==> config.mk <==
export PLATFORM = sky130hd
export DESIGN_NAME = writeback_control
export DESIGN_NICKNAME = d
export VERILOG_FILES = /design/src/rtl/writeback_control_pkg.sv /design/src/rtl/writeback_control_md_tracker.sv /design/src/rtl/writeback_control.sv
export SDC_FILE = /design/constraint.sdc
export NUM_CORES = 1
export LEC_CHECK = 0
export BUFFER_PORTS_ARGS = -buffer_cell sky130_fd_sc_hd__buf_2
export CORE_ASPECT_RATIO = 1.25
export CORE_MARGIN = 3
export CORE_UTILIZATION = 25
export DETAILED_ROUTE_END_ITERATION = 7
export HOLD_SLACK_MARGIN = 0.08
export PLACE_DENSITY = 0.6
export SLEW_MARGIN = 20
export SYNTH_ARGS = -nofsm -noshare
export SYNTH_HDL_FRONTEND = slang
export SYNTH_SLANG_ARGS = --single-unit
==> constraint.sdc <==
create_clock -name clk -period 2.05 [get_ports clk]
set_clock_uncertainty 0.2 [all_clocks]
set_input_delay 0.1025 -clock clk [delete_from_list [all_inputs] [get_ports clk]]
set_output_delay 0.1025 -clock clk [all_outputs]
set_load 0.05 [all_outputs]
==> src/rtl/writeback_control_pkg.sv <==
// writeback_control_pkg: ece350 ISA constants, rstatus codes and the writeback
// record shared by the decode and multdiv tracking logic.
package writeback_control_pkg;
   localparam logic [4:0] OP_R = 5'b00000;
   localparam logic [4:0] OP_ADDI = 5'b00101;
   localparam logic [4:0] OP_LW = 5'b01000;
   localparam logic [4:0] OP_JAL = 5'b00011;
   localparam logic [4:0] OP_SETX = 5'b10101;
   localparam logic [4:0] ALU_ADD = 5'b00000;
   localparam logic [4:0] ALU_SUB = 5'b00001;
   localparam logic [4:0] ALU_MUL = 5'b00110;
   localparam logic [4:0] ALU_DIV = 5'b00111;
   localparam logic [4:0] REG_ZERO = 5'd0;
   localparam logic [4:0] REG_RSTATUS = 5'd30;
   localparam logic [4:0] REG_LINK = 5'd31;
   localparam logic [31:0] RS_ADD = 32'd1;
   localparam logic [31:0] RS_ADDI = 32'd2;
   localparam logic [31:0] RS_SUB = 32'd3;
   localparam logic [31:0] RS_MUL = 32'd4;
   localparam logic [31:0] RS_DIV = 32'd5;
   typedef enum logic {IDLE, WAIT} md_state_t;
   typedef struct packed {
      logic        we;
      logic [4:0]  rd;
      logic [31:0] data;
   } wb_t;
   // Zero means the instruction has no overflow exception path
   function automatic logic [31:0] ovf_code(input logic [4:0] op, input logic [4:0] alu_op);
      return op == OP_ADDI ? RS_ADDI : op != OP_R ? 32'd0 :
             alu_op == ALU_ADD ? RS_ADD : alu_op == ALU_SUB ? RS_SUB : 32'd0;
   endfunction
endpackage

==> src/rtl/writeback_control_md_tracker.sv <==
// md_tracker: IDLE/WAIT tracking of one outstanding mul/div, its rd and kind.
module md_tracker
   import writeback_control_pkg::*;
(
   input  logic       clk,
   input  logic       rst,
   input  logic       issue,
   input  logic       issue_div,
   input  logic [4:0] issue_rd,
   input  logic       md_ready,
   output logic       done,
   output logic       done_div,
   output logic [4:0] done_rd,
   output logic       md_busy
);
   md_state_t state;
   assign done = (state == WAIT) & md_ready;
   assign md_busy = (state == WAIT) & ~md_ready;
   // An issue is only accepted when not stalled, which includes the md_ready cycle
   always_ff @(posedge clk) begin
      if (rst) begin
         state <= IDLE;
         done_rd <= '0;
         done_div <= 1'b0;
      end else if (issue & ~md_busy) begin
         state <= WAIT;
         done_rd <= issue_rd;
         done_div <= issue_div;
      end else if (done) begin
         state <= IDLE;
      end
   end
endmodule

==> src/rtl/writeback_control.sv <==
// writeback_control: selects the register-file write for the retiring instruction
// or a completed multdiv, with overflow/exception redirects to $30.
module writeback_control
   import writeback_control_pkg::*;
(
   input  logic        clk,
   input  logic        rst,
   input  logic [31:0] insn,
   input  logic        insn_valid,
   input  logic [31:0] alu_result,
   input  logic        alu_ovf,
   input  logic [31:0] mem_data,
   input  logic [31:0] pc_plus1,
   input  logic [31:0] md_result,
   input  logic        md_exception,
   input  logic        md_ready,
   output logic        ctrl_writeEnable,
   output logic [4:0]  ctrl_writeReg,
   output logic [31:0] data_writeReg,
   output logic        md_busy
);
   logic [4:0] op, rd, alu_op, done_rd;
   logic is_md, md_done, done_div;
   logic [31:0] rs;
   wb_t nxt;
   assign op = insn[31:27];
   assign rd = insn[26:22];
   assign alu_op = insn[6:2];
   assign is_md = (op == OP_R) & ((alu_op == ALU_MUL) | (alu_op == ALU_DIV));
   assign rs = ovf_code(op, alu_op);
   md_tracker u_md (
      .clk,
      .rst,
      .issue(insn_valid & is_md),
      .issue_div(alu_op == ALU_DIV),
      .issue_rd(rd),
      .md_ready,
      .done(md_done),
      .done_div,
      .done_rd,
      .md_busy
   );
   // A completing multdiv takes priority over anything retiring alongside it
   always_comb begin
      nxt = '0;
      if (md_done)
         nxt = md_exception ? wb_t'{1'b1, REG_RSTATUS, done_div ? RS_DIV : RS_MUL}
                            : wb_t'{1'b1, done_rd, md_result};
      else if (insn_valid & (((op == OP_R) & ~is_md) | (op == OP_ADDI)))
         nxt = (alu_ovf & (rs != 32'd0)) ? wb_t'{1'b1, REG_RSTATUS, rs}
                                         : wb_t'{1'b1, rd, alu_result};
      else if (insn_valid & (op == OP_LW))
         nxt = wb_t'{1'b1, rd, mem_data};
      else if (insn_valid & (op == OP_JAL))
         nxt = wb_t'{1'b1, REG_LINK, pc_plus1};
      else if (insn_valid & (op == OP_SETX))
         nxt = wb_t'{1'b1, REG_RSTATUS, {5'd0, insn[26:0]}};
   end
   always_ff @(posedge clk) begin
      if (rst) begin
         ctrl_writeEnable <= 1'b0;
         ctrl_writeReg <= '0;
         data_writeReg <= '0;
      end else begin
         ctrl_writeEnable <= nxt.we & (nxt.rd != REG_ZERO);
         ctrl_writeReg <= nxt.rd;
         data_writeReg <= nxt.data;
      end
   end
endmodule

==> reports/metrics.yaml, run 1 <==
status: "aborted with a tool error"
num_rows: 39
ys.flop_type: "dfxtp_1"
die_h_um: 116
synthArstFlopShare_pct: 0
initial_core_util_pct: 26.1
yosysWarnings: 0
cts_hold_buf: 125
syn_nets: 447
stop_error: "[ERROR RSZ-0060] Max buffer count reached."
clkSinkCount: 45
netlist_area_um2: 2420
place_congestion: 0.829
synth_cell_type_count: 44
postCtsSetupBuffers: 0
boundaryPins: 205
htree_num_levels: 2
synth_top_area_cell: "dfxtp_1"
cts_root_buf: "clkbuf_16"
ys_seq_area_share_pct: 37.2
syn_avg_cell_area_um2: 8.61
synth_area_leaders: "dfxtp_1 37%, a222oi_1 11%, a21boi_0 6.8%"
dpl.hpwl_mm: 8.10
syn-instance-count: 281
dp_cells: 612
ctsResizeCount: 0
synth_seq_cells: 45
yosys.area.top_type_share_pct: 37.2
failed_stage: "clock tree synthesis (4_1_cts)"
portBuffers: 204
fp.dieW_um: 94.0
ctsLongestPathBuffers: 2
synth_edf_count: 0
numCtsBuffers: 5
[synth_stat cells, types with 3 or more instances]
master	number
dfxtp_1	45
nand2_1	37
a222oi_1	26
a21boi_0	22
o21ai_1	20
nor2_1	18
a21oi_1	17
o21ai_0	10
clkbuf_1	9
nor3_1	8
a221o_1	6
buf_2	6
mux2i_1	6
a211oi_1	5
buf_6	3
nand2b_1	3
nand3b_1	3
nor2b_1	3
or3_1	3
[metrics by stage]
stage               cell area, µm²  hold slack, ps  setup slack [ps]  utilization, %
detailed placement            3690             104              99.9            39.8
global placement              3690             100               137            39.8
floorplan                     2420           -31.3               240               -
[cell families after synthesis]
kind of cell / after synthesis / share of synthesized area [%]
flops: 45 / 37.2
simple gates: 90 / 19.0
mux: 8 / 3.41
compound gates: 118 / 36.0
buf+inv: 20 / 4.35
==> run 2: changes to the inputs <==
Settings changed: CORE_ASPECT_RATIO 1.25 to not set, CORE_UTILIZATION 25 to 20, HOLD_SLACK_MARGIN 0.08 to not set, PLACE_DENSITY 0.6 to not set, PLACE_DENSITY_LB_ADDON set to 0.15.
==> run 2 against run 1 <==
The flow now finishes without violations. Area after synthesis unchanged. Synthesized cell count unchanged.
==> reports/metrics.yaml, run 2 <==
status: "finished, final reports clean"
crit_required_ps: 2030
layout-drive-gt1-share_pct: 42.9
min_period_ps: 1980
dp_cells: 632  # +3.3%
syn_avg_cell_area_um2: 8.61  # unchanged
grt_pass1_vias: 3477
overflow: 0
hold_viol: 0
yosysWarnings: 0  # unchanged
drt-initial-drc-count: 250
drv_slew: 0
final_cells: 717
yosysMostFrequentCell: "dfxtp_1"
portBuffers: 204  # unchanged
cts_tree: "built"
htree_num_levels: 2  # unchanged
ys_seq_area_share_pct: 37.2  # unchanged
rr_startpoint: "u_md.state"
setup_viol: 0
max_freq_ghz: 0.506
drtAntennaViolNets: 0
final_common_cell: "buf_2"
place_congestion: 0.811  # -2.2%
ctsLongestPathBuffers: 2  # unchanged
synth_commonest_cells: "45 x dfxtp_1, 37 x nand2_1, 26 x a222oi_1, 22 x a21boi_0, 20 x o21ai_1"
largest_register: "data_writeReg"
dieArea_um2: 13400
cts_root_buf: "clkbuf_16"
maxCapViolCount: 0
ys.flop_type: "dfxtp_1"
critPathKind: "in -> reg"
worstSetupStartpoint: "md_ready"
setup_tns_ps: 0
vias: 3480
syn-instance-count: 281  # unchanged
grt.total_usage_pct: 16.4
dr.pass1.iters: 7
largest_register_ff_count: 32
routed.top_layer: "met4"
wl_met2_mm: 5.62
grt_max_degree: 25
num_rows: 39  # unchanged
wl_met1_mm: 5.01
nNetsFinal: 739
crit_fanout: 4
antennaDiodeCount: 0
hold_path_class: "in -> reg"
clk_latency_ps: 290
viasPerCell: 4.85
die_h_um: 116  # unchanged
endpoint_kind: "flop"
antenna_found_initial: 0
finalCritPeriodShare_pct: 96.4
n_fill_cell: 1194
most-common-layout-cells: "204 x buf_2, 76 x dlygate4sd3_1, 45 x dfxtp_1, 37 x nand2_1, 26 x a222oi_1"
start_kind: "primary input"
syn2layout_area_growth_pct: 92.5
syn_nets: 447  # unchanged
netlist_area_um2: 2420  # unchanged
rsz0062_at_grt: "false"
grt_pass1_wl_mm: 17.4
initial_core_util_pct: 20.8  # -5.3 points
dpl.hpwl_mm: 8.71  # +7.5%
reg_top3: "data_writeReg: 32 flops, ctrl_writeReg: 5 flops, u_md.done_rd: 5 flops"
path_clk_slew_ps: 60
leakagePower_nw: 2.20
synth_cell_type_count: 44  # unchanged
wl_mm: 11.6
numCtsBuffers: 5  # unchanged
hold_start: "pc_plus1[27]"
fp.dieW_um: 116  # +23%
core-area_um2: 11600
synth_seq_cells: 45  # unchanged
yosys.area.top_type_share_pct: 37.2  # unchanged
relSlewSlack_pct: 70.4
synth_top_area_cell: "dfxtp_1"
synth_area_leaders: "dfxtp_1 37%, a222oi_1 11%, a21boi_0 6.8%"
powerDensity_nw_per_um2: 471
boundaryPins: 205  # unchanged
clkSinkCount: 45  # unchanged
worst_slew_pin_slew_ps: 441
synth_edf_count: 0  # unchanged
wire_per_inst_um: 16.1
drc: 0
cp.arrival_ps: 1950
peakVddDrop_mv: 0.233
route.met3.wl_um: 720
synthArstFlopShare_pct: 0  # unchanged
## run 2: cell counts after synthesis
Identical to the previous run, type by type.
## run 2: power breakdown
group,switching (W),total (W),leakage (nW),internal [W]
registers,0.00000267,0.000888,0.363,0.000886
clock network,0.000331,0.000847,0.0799,0.000516
logic,0.000200,0.000457,1.75,0.000257
## run 2: kinds of logic (layout without fill, tap and decap cells)
logic type	count (synthesis)	in the layout	synth area share, %
compound gates	118	118	36.0
simple gates	90	90	19.0
flops	45	45	37.2
buf+inv	20	313	4.35
mux	8	8	3.41
## run 2: worst max-delay path, cell delays in order
cell           delay (ps)
dlygate4sd3_1         550
buf_2                 150
nand2b_4              140
nand4_1               100
buf_6                 120
mux2i_1               170
nor2_1                 50
dlygate4sd3_1         560
## run 2: final timing paths
check             cells after the start  slack (ps)                 to
setup / recovery                      8          70      u_md.done_div
hold / removal                        4           1  data_writeReg[27]
setup reg to reg                      6         250      u_md.done_div
hold reg to reg                       2         300    u_md.done_rd[0]
## run 2: repair_timing
item                                    4_1_cts  5_1_grt
hold buffers                                 76        0
hold endpoints to repair                     43        0
buffers inserted                              0        1
gates resized for setup                       0        2
endpoints found under the setup margin        0        1
## run 2: final cells by class
cell class	instances	area [µm²]	area share [%]
sequential	45	901	19.3
inverter	2	7.51	0.161
clock buffer	7	153	3.28
tap	143	179	3.84
multi-input combinational	216	1440	30.9
clock inverter	1	5.00	0.107
timing repair buffer	303	1970	42.3
## run 2: metrics by stage
step,setup WS [ps],power [W],instance area (µm²),hold slack (ps),util [%]
2_1_floorplan,240,0.00102,2420,-31.3,-
3_3_place_gp,12.7,0.00125,3720,106,32.0
3_5_place_dp,0.457,0.00125,3720,107,32.0
4_1_cts,5.53,0.00223,4640,1.87,39.9
5_1_grt,22.4,0.00230,4660,15.6,40.1
6_report,74.3,0.00219,4660,1.29,40.1
## run 2: per-layer routing
| layer | up-vias | global-route usage [%] |
|---|---|---|
| li1 | 1686 | - |
| met1 | 1625 | 20.9 |
| met2 | 154 | 28.0 |
| met3 | 15 | 2.82 |
| met4 | 0 | 5.49 |
| met5 | - | 0 |
Power figures use the tool's default switching activity.
